File: src/rtl/demux_1x2_stream.sv
// -----------------------------------------------------------------------------
// demux_1x2_stream
//
// Registered 1-to-2 stream demultiplexer. Each accepted input word goes to
// output A (in_sel=0) or output B (in_sel=1). It then waits in that branch's
// 2-entry buffer until downstream takes it. The two branches are independent.
// A stalled branch only blocks input words addressed to it. Each branch sustains
// one word per cycle while its downstream stays ready.
//
// Ports
//   clk       in   1          rising-edge clock
//   rst_n     in   1          asynchronous active-low reset
//   in_data   in   DATAWIDTH  input word
//   in_sel    in   1          destination: 0 -> A, 1 -> B
//   in_valid  in   1          in_data/in_sel valid
//   in_ready  out  1          destination buffer has room (low during reset)
//   a_data    out  DATAWIDTH  head word of buffer A
//   a_valid   out  1          buffer A non-empty
//   a_ready   in   1          downstream A accepts
//   b_data    out  DATAWIDTH  head word of buffer B
//   b_valid   out  1          buffer B non-empty
//   b_ready   in   1          downstream B accepts
//   a_xfers   out  CNTWIDTH   completed A output handshakes (wrapping)
//   b_xfers   out  CNTWIDTH   completed B output handshakes (wrapping)
// -----------------------------------------------------------------------------

// -----------------------------------------------------------------------------
// demux_stream_buf
//
// One output branch. It holds a 2-entry FIFO with 1-bit pointers, a registered
// valid flag and a wrapping handshake counter.
//
// Ports
//   clk, rst_n   clock / asynchronous active-low reset
//   push         write push_data this cycle (never asserted while full)
//   push_data    word to enqueue
//   full         two entries held; upstream must not push
//   data         head word (mem[rd_ptr])
//   valid        buffer non-empty, registered
//   ready        downstream accepts the head word
//   xfers        count of valid & ready handshakes, wraps mod 2^CNTWIDTH
// -----------------------------------------------------------------------------
module demux_stream_buf #(
    parameter int DATAWIDTH = 8,
    parameter int CNTWIDTH  = 16
) (
    input  logic                 clk,
    input  logic                 rst_n,
    input  logic                 push,
    input  logic [DATAWIDTH-1:0] push_data,
    output logic                 full,
    output logic [DATAWIDTH-1:0] data,
    output logic                 valid,
    input  logic                 ready,
    output logic [CNTWIDTH-1:0]  xfers
);

    logic [DATAWIDTH-1:0] mem [2];
    logic                 wr_ptr;
    logic                 rd_ptr;
    logic [1:0]           count;
    logic [1:0]           count_next;
    logic                 pop;

    // A pop needs a registered valid word, so it can never occur while empty.
    assign pop  = valid & ready;
    assign full = (count == 2'd2);
    assign data = mem[rd_ptr];

    // NOTE: every variable assigned in always_comb gets a default first, so no
    // path leaves it unassigned and no latch is inferred.
    always_comb begin
        count_next = count;
        unique case ({push, pop})
            2'b10:   count_next = count + 2'd1;
            2'b01:   count_next = count - 2'd1;
            default: count_next = count;   // idle, or push+pop (count unchanged)
        endcase
    end

    // NOTE: state is updated with non-blocking assignments so every register
    // samples the pre-edge values, independent of statement order.
    always_ff @(posedge clk or negedge rst_n) begin
        if (!rst_n) begin
            // NOTE: the storage entries are reset too, because the head word must
            // read as zero after reset, not only be hidden behind valid=0.
            mem[0] <= '0;
            mem[1] <= '0;
            wr_ptr <= 1'b0;
            rd_ptr <= 1'b0;
            count  <= 2'd0;
            valid  <= 1'b0;
            xfers  <= '0;
        end else begin
            if (push) begin
                mem[wr_ptr] <= push_data;
                wr_ptr      <= ~wr_ptr;
            end
            if (pop) begin
                rd_ptr <= ~rd_ptr;
                xfers  <= xfers + 1'b1;
            end
            count <= count_next;
            valid <= (count_next != 2'd0);
        end
    end

endmodule

module demux_1x2_stream #(
    parameter int DATAWIDTH = 8,
    parameter int CNTWIDTH  = 16
) (
    input  logic                 clk,
    input  logic                 rst_n,
    input  logic [DATAWIDTH-1:0] in_data,
    input  logic                 in_sel,
    input  logic                 in_valid,
    output logic                 in_ready,
    output logic [DATAWIDTH-1:0] a_data,
    output logic                 a_valid,
    input  logic                 a_ready,
    output logic [DATAWIDTH-1:0] b_data,
    output logic                 b_valid,
    input  logic                 b_ready,
    output logic [CNTWIDTH-1:0]  a_xfers,
    output logic [CNTWIDTH-1:0]  b_xfers
);

    logic a_full;
    logic b_full;
    logic accept;
    logic a_push;
    logic b_push;

    // Readiness looks only at the addressed buffer's registered fill level. A
    // full buffer refuses input even if it drains this same cycle. This keeps
    // in_ready free of any path from a_ready/b_ready. rst_n gates it so nothing
    // is offered as accepted while the block is held in reset.
    assign in_ready = rst_n & (in_sel ? ~b_full : ~a_full);
    assign accept   = in_valid & in_ready;
    assign a_push   = accept & ~in_sel;
    assign b_push   = accept &  in_sel;

    demux_stream_buf #(
        .DATAWIDTH (DATAWIDTH),
        .CNTWIDTH  (CNTWIDTH)
    ) u_buf_a (
        .clk       (clk),
        .rst_n     (rst_n),
        .push      (a_push),
        .push_data (in_data),
        .full      (a_full),
        .data      (a_data),
        .valid     (a_valid),
        .ready     (a_ready),
        .xfers     (a_xfers)
    );

    demux_stream_buf #(
        .DATAWIDTH (DATAWIDTH),
        .CNTWIDTH  (CNTWIDTH)
    ) u_buf_b (
        .clk       (clk),
        .rst_n     (rst_n),
        .push      (b_push),
        .push_data (in_data),
        .full      (b_full),
        .data      (b_data),
        .valid     (b_valid),
        .ready     (b_ready),
        .xfers     (b_xfers)
    );

endmodule

File: config.mk
export PLATFORM = sky130hd
export DESIGN_NAME = demux_1x2_stream
export DESIGN_NICKNAME = d
export VERILOG_FILES = /design/src/rtl/demux_1x2_stream.sv
export SDC_FILE = /design/constraint.sdc
export NUM_CORES = 1
export LEC_CHECK = 0
export ABC_CLOCK_PERIOD_IN_PS = 2900
export CORE_ASPECT_RATIO = 0.8
export CORE_UTILIZATION = 55
export DETAILED_ROUTE_END_ITERATION = 6
export MAX_ROUTING_LAYER = met4
export PLACE_DENSITY_LB_ADDON = 0.1
export SYNTH_ARGS = -nofsm -noshare
export SYNTH_HDL_FRONTEND = slang
export SYNTH_SLANG_ARGS = --single-unit
File: constraint.sdc
create_clock -name clk -period 2.9 [get_ports clk]
set_clock_uncertainty 0.1 [all_clocks]
set_input_delay 0.725 -clock clk [delete_from_list [all_inputs] [get_ports clk]]
set_output_delay 0.725 -clock clk [all_outputs]
set_load 0.1 [all_outputs]
# Yosys cells after proc, flatten, opt, wreduce, memory -nomap -nowiden
# Index checks and enable logic that the tools add are counted.
# word_totals
regBits	74
out_inout_bits	51
word_cells	68
# op_classes
addsub	6
magnitude_cmp	6
n_eq_ne	6
mux	15
bitwise_logic	17
n_reduce_logical	4
# op_table
operator	n
$mux W8	8
$add A16 B1 Y16 const B	2
$bwmux W16	2
$demux W8 S1	2
$eq A2 B2 Y1 const B	4
$ge A2 B2 Y1 const B	4
$not A1 Y2	4
$pmux W2 S2	2
$not A1 Y1	7
$and A1 B1 Y1	6
$add A2 B1 Y2 const B	2
$eq A2 B1 Y1 const B	2
$lt A2 B1 Y1 const B	2
$reduce_bool A2 Y1	2
$sub A2 B1 Y2 const B	2
$logic_and A1 B1 Y1	2
$mux W1	1

# Longest topological paths before layout
# Gate-level depths: netlist of run 1.
# depth
ltp_word	9
ltp_mapped	8
ltp_nobuf	7

# Hierarchy
# A second synthesis of run 1 with hierarchy kept.
# unflattened
hier_cells	235
area_unflattened_um2	3228.1
# modules_own_cells
mod	n_inst	cells_per_inst	area_per_inst_um2	seq_area_each_um2
demux_stream_buf	2	115	1597.8	925.9
demux_1x2_stream	1	5	32.5	0.0

# Worst setup path after synthesis of run 1
# OpenSTA, ideal clock, no wires.
# synth_path
path_kind	input port to output port
from	input in_sel
to	output in_ready
arrival_time_ns	2.186
required_time_ns	2.075
setup_slack_ns	-0.111
path_stages	3
path_cell_list	nor2_1 -> a21oi_1 -> nor2b_1
# synth_via
elab_chain_len	2
# synth_rtl
item	line	rtl
start, declared	117	input logic in_sel,
$mux W1	140	assign in_ready = rst_n & (in_sel ? ~b_full : ~a_full);
$and A1 B1 Y1	140	
end, declared	119	output logic in_ready,
# Every way passes these cells.

# Worst setup path in the final report of run 1
# Ends and elaborated chain as after synthesis.

==> results of run 1 <==
==> layout make-up <==
cell class,instances,share of cell area
Clock buffer,11,0.03397
Clock inverter,5,0.03007
Inverter,5,0.004510
Multi-Input combinational cell,158,0.3337
Sequential cell,74,0.4450
Tap cell,78,0.02345
Timing Repair Buffer,66,0.1293
==> cells in the mapped netlist <==
library cell,count
sky130_fd_sc_hd__nor4_2,1
sky130_fd_sc_hd__nor2_1,9
sky130_fd_sc_hd__and3_1,4
sky130_fd_sc_hd__nor2_2,1
sky130_fd_sc_hd__nand2_1,10
sky130_fd_sc_hd__inv_1,5
sky130_fd_sc_hd__nor2b_1,2
sky130_fd_sc_hd__nor2_8,2
sky130_fd_sc_hd__mux2_4,8
sky130_fd_sc_hd__nand2b_4,1
sky130_fd_sc_hd__buf_6,2
sky130_fd_sc_hd__ha_1,4
sky130_fd_sc_hd__clkbuf_1,2
sky130_fd_sc_hd__nand4_4,1
sky130_fd_sc_hd__mux2_2,42
sky130_fd_sc_hd__dfrtp_1,74
sky130_fd_sc_hd__nor3b_1,1
sky130_fd_sc_hd__nor3_1,1
sky130_fd_sc_hd__nand4_1,7
sky130_fd_sc_hd__and4_1,2
sky130_fd_sc_hd__xnor2_1,34
sky130_fd_sc_hd__or2_1,1
sky130_fd_sc_hd__or3_1,1
sky130_fd_sc_hd__nand3_1,16
sky130_fd_sc_hd__xor2_1,6
sky130_fd_sc_hd__or2_2,3
sky130_fd_sc_hd__a21oi_1,1
==> flip-flops by register name, summed over array words and instances (netlist names), 2 cells and up <==
name	count
u_buf_a.xfers	16
u_buf_a.count	2
u_buf_b.count	2
u_buf_b.xfers	16
u_buf_b.mem	16
u_buf_a.mem	16
==> stage by stage <==
step / std cells / worst slack (ns) / cell area (sq um) / hold WS, ns
6_report: 397 / 0.3329 / 4161 / 0.1059
5_1_grt: 397 / 0.2464 / 4161 / 0.09674
4_1_cts: 397 / 0.3207 / 4161 / 0.09787
3_5_place_dp: 381 / 0.1473 / 3895 / 0.3683
3_3_place_gp: 381 / 0.2089 / 3895 / 0.3622
2_1_floorplan: 241 / 0.4072 / 3289 / 0.3294
==> per-layer routing <==
layer / up-vias / global-route usage / wire (microns)
li1: 981 / - / -
met1: 1020 / 0.3055 / 2837
met2: 67 / 0.3299 / 2767
met3: 10 / 0.07468 / 278
met4: 0 / 0.07348 / 78
met5: - / - / 0
==> layout by cell type, fill, tap and decap left out, drive strengths merged, types with 2 or more instances in the layout <==
cell | Yosys | final
dfrtp | 74 | 74
clkdlybuf4s50 | 0 | 12
and4 | 2 | 2
xor2 | 6 | 6
xnor2 | 34 | 34
bufinv | 0 | 4
inv | 5 | 5
mux2 | 50 | 50
nor2 | 12 | 12
nand3 | 16 | 16
clkbuf | 2 | 11
or2 | 4 | 4
nand4 | 8 | 8
and3 | 4 | 4
buf | 2 | 54
nor2b | 2 | 2
nand2 | 10 | 10
ha | 4 | 4
==> final timing paths <==
path	startpoint	endpoint	slack, ns	depth (start not counted)
setup / recovery	in_sel	in_ready	0.33	5
hold / removal	rst_n	u_buf_a.xfers[5]	0.11	1
setup reg to reg	u_buf_a.count[1]	u_buf_a.valid	0.96	7
hold reg to reg	u_buf_b.xfers[15]	u_buf_b.xfers[15]	0.37	1
max in group asynchronous	rst_n	u_buf_a.mem[9]	1.55	2
min in group clk	u_buf_b.xfers[15]	u_buf_b.xfers[15]	0.37	1
==> kinds of logic after synthesis <==
kind of cell    share of synthesized area
flops                              0.5634
compound gates                   0.001521
mux                                0.1804
fa+ha+maj                         0.01523
buf+inv                           0.01485
simple gates                       0.1180
xor+xnor                           0.1066
==> tab_implementation.tex, run 1 <==
\begin{tabular}{lr}
\hline
Metric & Value \\
\hline
\multicolumn{2}{l}{\textbf{Clock network}} \\
CTS Hold Buffers Added & 0 \\
CTS tree & built \\
Max H-tree Level & 3 \\
Num CTS Buffers & 9 \\
Clock edge transition at the registers on the reported setup and hold paths & 0.07 ns \\
TritonCTS sink count & 74 \\
Clock latency at the later pin of the worst-skew pair & 0.34 ns \\
Number of buffers inserted by post-CTS setup repair & 0 \\
Maximum root-to-sink buffer count & 2 \\
Root buffer cell & sky130\_fd\_sc\_hd\_\_clkbuf\_8 \\
CTS resizes & 0 \\
\multicolumn{2}{l}{\textbf{Yosys}} \\
Yosys top cell area share & 0.5634 \\
Synthesized area & 3287 sq um \\
Syn avg cell area & 13.64 sq um \\
Cell taking the most area after synthesis & sky130\_fd\_sc\_hd\_\_dfrtp\_1 \\
Yosys warnings & 0 \\
Sequential fraction of the synthesis area & 0.5634 \\
Count of different cell masters after synthesis & 27 \\
Post-Syn Instances & 241 \\
Number of nets produced by synthesis & 259 \\
Synthesized flop and latch total & 74 \\
Leading post-synthesis cells by cell area & sky130\_fd\_sc\_hd\_\_dfrtp\_1 56\%, sky130\_fd\_sc\_hd\_\_mux2\_2 14\%, sky130\_fd\_sc\_hd\_\_xnor2\_1 9.1\% \\
\multicolumn{2}{l}{\textbf{Setup path}} \\
Worst-path cell with the longest stage delay & sky130\_fd\_sc\_hd\_\_clkdlybuf4s50\_1 \\
Bufs and invs on worst path & 2 \\
Biggest fanout along the worst timing path & 4 \\
Critical Path Max Stage Delay & 0.48 ns \\
Crit path capture type & output pin \\
Crit path launch type & input pin \\
CP required & 2.08 ns \\
Worst EP arrival & 1.74 ns \\
WS Path Type & in2out \\
Critical Path, Cell by Cell & clkdlybuf4s50\_1, nor2\_1, a21oi\_1, nor2b\_2, buf\_12 \\
Dominant delay contributor by cell family on the critical path & buffers and inverters \\
\multicolumn{2}{l}{\textbf{STA}} \\
Final Hold Fails & 0 \\
Number of failing setup endpoints in the final timing report & 0 \\
Portion of the clock cycle consumed by the worst path in the final layout & 0.8852 \\
Slew Limit Fails & 0 \\
Setup repair after global routing missed its margin & no \\
Max frequency & 0.3895 GHz \\
Tightest Pin Transition & 0.8386 ns \\
Final critical delay including setup and external delays & 2.567 ns \\
Final sum of negative setup slack & 0 ns \\
Worst slew margin relative to its limit & 0.4409 \\
\multicolumn{2}{l}{\textbf{Die}} \\
Die Area & 6291 sq um \\
Core footprint & 5615 sq um \\
IO Count & 65 \\
Overall die width & 88.43 microns \\
Standard-cell rows & 24 \\
Initial core utilization & 0.5853 \\
Height of the die & 71.15 microns \\
\multicolumn{2}{l}{\textbf{Drt}} \\
Vias per std cell & 5.234 \\
Wire length reported by the detailed router & 5963 microns \\
Number of optimization iterations in the first detailed-route pass & 4 \\
Drt initial violations & 105 \\
Count of vias placed by the detailed router & 2078 \\
Routed Antenna Nets & 0 \\
Avg WL per Cell & 15.02 microns \\
Residual DRC & 0 \\
\multicolumn{2}{l}{\textbf{Global routing}} \\
Pin count of the biggest net entering global routing & 70 \\
Global-route wire length before repair & 10410 microns \\
All-layer global routing usage & 0.2282 \\
Grt ovf & 0 \\
Via count of the first global-routing pass & 2178 \\
Antenna violations before repair & 0 \\
\multicolumn{2}{l}{\textbf{Layout}} \\
Final net count & 332 \\
Ant. Diodes & 0 \\
Synth-to-Final Area Change & 26.61\% \\
Final design utilization & 0.7411 \\
Footprint of the multi-input gates & 1389 sq um \\
Fraction of layout cells with a size suffix above 1 & 0.4044 \\
Fill cell instance count of the final layout & 398 \\
Sequential cell area & 1852 sq um \\
\multicolumn{2}{l}{\textbf{Placed design}} \\
Placed wire-length estimate & 4139 microns \\
Port bufs & 64 \\
Global placer's final weighted congestion & 0.7734 \\
\multicolumn{2}{l}{\textbf{Hold path}} \\
Type of the most critical hold path & in2async \\
\multicolumn{2}{l}{\textbf{Status}} \\
Result of the run & finished, final reports clean \\
\multicolumn{2}{l}{\textbf{Flow run}} \\
Max-cap violations & 0 \\
\hline
\end{tabular}
Power of run 1 is not shown: default switching activity piles up to over one toggle a cycle in this logic, so the estimate is an artifact.
==> run 2, diff against run 1 <==
- CAP_MARGIN: default -> 10
==> results of run 2 <==
The final DEF is identical to that of run 1; final timing and power are the same.
Power of run 2 is left out for the same reason.
==> run 3, diff against run 2 <==
- REMOVE_ABC_BUFFERS: default -> 1
==> tab_implementation.tex, run 3 (synthesis gave the netlist of run 1 again) <==
\begin{tabular}{lr}
\hline
Metric & Value \\
\hline
\multicolumn{2}{l}{\textbf{Layout}} \\
Ant. Diodes & 0 \\
Most frequent cells in the layout & 74 x sky130\_fd\_sc\_hd\_\_dfrtp\_1, 55 x sky130\_fd\_sc\_hd\_\_buf\_4, 42 x sky130\_fd\_sc\_hd\_\_mux2\_2 \\
Final net count & 334 \\
Fill cell instance count of the final layout & 406 \\
Synth-to-Final Area Change & 23.52\% \\
Most common cell after layout, fill and taps aside & sky130\_fd\_sc\_hd\_\_dfrtp\_1 \\
Fraction of layout cells with a size suffix above 1 & 0.3969 \\
Sequential cell area & 1852 sq um \\
Footprint of the multi-input gates & 1386 sq um \\
\multicolumn{2}{l}{\textbf{Drt}} \\
Vias per std cell & 5.151 \\
Count of vias placed by the detailed router & 2050 \\
Residual DRC & 0 \\
Routed Antenna Nets & 0 \\
Avg WL per Cell & 14.50 microns \\
Drt initial violations & 102 \\
Number of optimization iterations in the first detailed-route pass & 4 \\
Wire length reported by the detailed router & 5772 microns \\
\multicolumn{2}{l}{\textbf{Setup path}} \\
Reg-to-Reg End & u\_buf\_a.valid \\
WS Path Type & in2out \\
Critical Path, Cell by Cell & clkdlybuf4s50\_1, nor2\_1, a21oi\_1, nor2b\_1, buf\_12 \\
Worst EP arrival & 1.86 ns \\
Bufs and invs on worst path & 2 \\
Worst reg2reg startpoint & u\_buf\_a.count[1] \\
Worst-path cell with the longest stage delay & sky130\_fd\_sc\_hd\_\_clkdlybuf4s50\_1 \\
Launching element of the worst setup path & in\_sel \\
Worst reg2reg setup slack & 0.91 ns \\
Critical Path Max Stage Delay & 0.50 ns \\
Worst Reg-to-Reg Cells & 7 \\
Crit path capture type & output pin \\
Dominant delay contributor by cell family on the critical path & buffers and inverters \\
CP required & 2.08 ns \\
Crit path launch type & input pin \\
Biggest fanout along the worst timing path & 4 \\
\multicolumn{2}{l}{\textbf{Hold path}} \\
Type of the most critical hold path & in2async \\
\multicolumn{2}{l}{\textbf{Global routing}} \\
Grt ovf & 0 \\
Global-route wire length before repair & 9804 microns \\
Antenna violations before repair & 0 \\
All-layer global routing usage & 0.2164 \\
Pin count of the biggest net entering global routing & 36 \\
Via count of the first global-routing pass & 2039 \\
\multicolumn{2}{l}{\textbf{STA}} \\
Portion of the clock cycle consumed by the worst path in the final layout & 0.9252 \\
Slew Limit Fails & 0 \\
Tightest Pin Transition & 0.5532 ns \\
Setup repair after global routing missed its margin & no \\
Final Hold Fails & 0 \\
Number of failing setup endpoints in the final timing report & 0 \\
Final critical delay including setup and external delays & 2.683 ns \\
Worst slew margin relative to its limit & 0.6312 \\
Max frequency & 0.3727 GHz \\
Post-layout worst setup margin & 0.2169 ns \\
\multicolumn{2}{l}{\textbf{Die}} \\
Initial core utilization & 0.5853 \\
IO Count & 65 \\
Overall die width & 88.43 microns \\
Core footprint & 5615 sq um \\
Height of the die & 71.15 microns \\
Standard-cell rows & 24 \\
Die Area & 6291 sq um \\
\multicolumn{2}{l}{\textbf{Clock network}} \\
TritonCTS sink count & 74 \\
Max H-tree Level & 3 \\
Number of buffers inserted by post-CTS setup repair & 0 \\
Clock edge transition at the registers on the reported setup and hold paths & 0.07 ns \\
CTS Hold Buffers Added & 0 \\
Root buffer cell & sky130\_fd\_sc\_hd\_\_clkbuf\_8 \\
Clock latency at the later pin of the worst-skew pair & 0.35 ns \\
CTS tree & built \\
CTS resizes & 0 \\
Num CTS Buffers & 9 \\
Maximum root-to-sink buffer count & 2 \\
\multicolumn{2}{l}{\textbf{Placed design}} \\
Global placer's final weighted congestion & 0.7743 \\
Post-place setup slack & 0.1132 ns \\
Port bufs & 64 \\
Placed wire-length estimate & 4097 microns \\
\multicolumn{2}{l}{\textbf{Flow run}} \\
Max-cap violations & 0 \\
\multicolumn{2}{l}{\textbf{Status}} \\
Result of the run & finished, final reports clean \\
\hline
\end{tabular}
[run 3: stage by stage]
| stage | hold WS, ns | util | cell area, sq um | cells | TNS (ns) |
|---|---|---|---|---|---|
| final | 0.2740 | 0.7230 | 4060 | 398 | 0 |
| after global routing | 0.2725 | 0.7230 | 4060 | 398 | 0 |
| after CTS | 0.2670 | 0.7230 | 4060 | 398 | 0 |
| after detailed placement | 0.3682 | 0.6959 | 3908 | 383 | 0 |
| after global placement | 0.3625 | 0.6959 | 3908 | 383 | 0 |
| after floorplan | 0.3294 | - | 3257 | 237 | -0.1106 |
[run 3: worst max-delay path by stage]
stage / end / slack, ns / depth (start not counted)
finish: in_ready / 0.22 / 5
detailed placement: u_buf_a.valid / 0.11 / 8
floorplan: in_ready / -0.11 / 3
global route: in_ready / 0.14 / 5
CTS: in_ready / 0.21 / 5
global placement: u_buf_a.valid / 0.17 / 8
[run 3: final cells by class]
| class | count | share of cell area |
|---|---|---|
| Sequential cell | 74 | 0.4561 |
| Multi-Input combinational cell | 158 | 0.3414 |
| Timing Repair Buffer | 68 | 0.1362 |
| Clock buffer | 12 | 0.03328 |
| Tap cell | 78 | 0.02404 |
| Inverter | 5 | 0.004623 |
| Clock inverter | 3 | 0.004314 |
[run 3: metal layers]
layer,wire length (microns),GRT usage,vias up
met4,57,0.05735,0
li1,-,-,982
met1,2853,0.2973,1009
met5,0,-,-
met3,283,0.07701,7
met2,2577,0.3060,52
Power of run 3 is left out for the same reason.
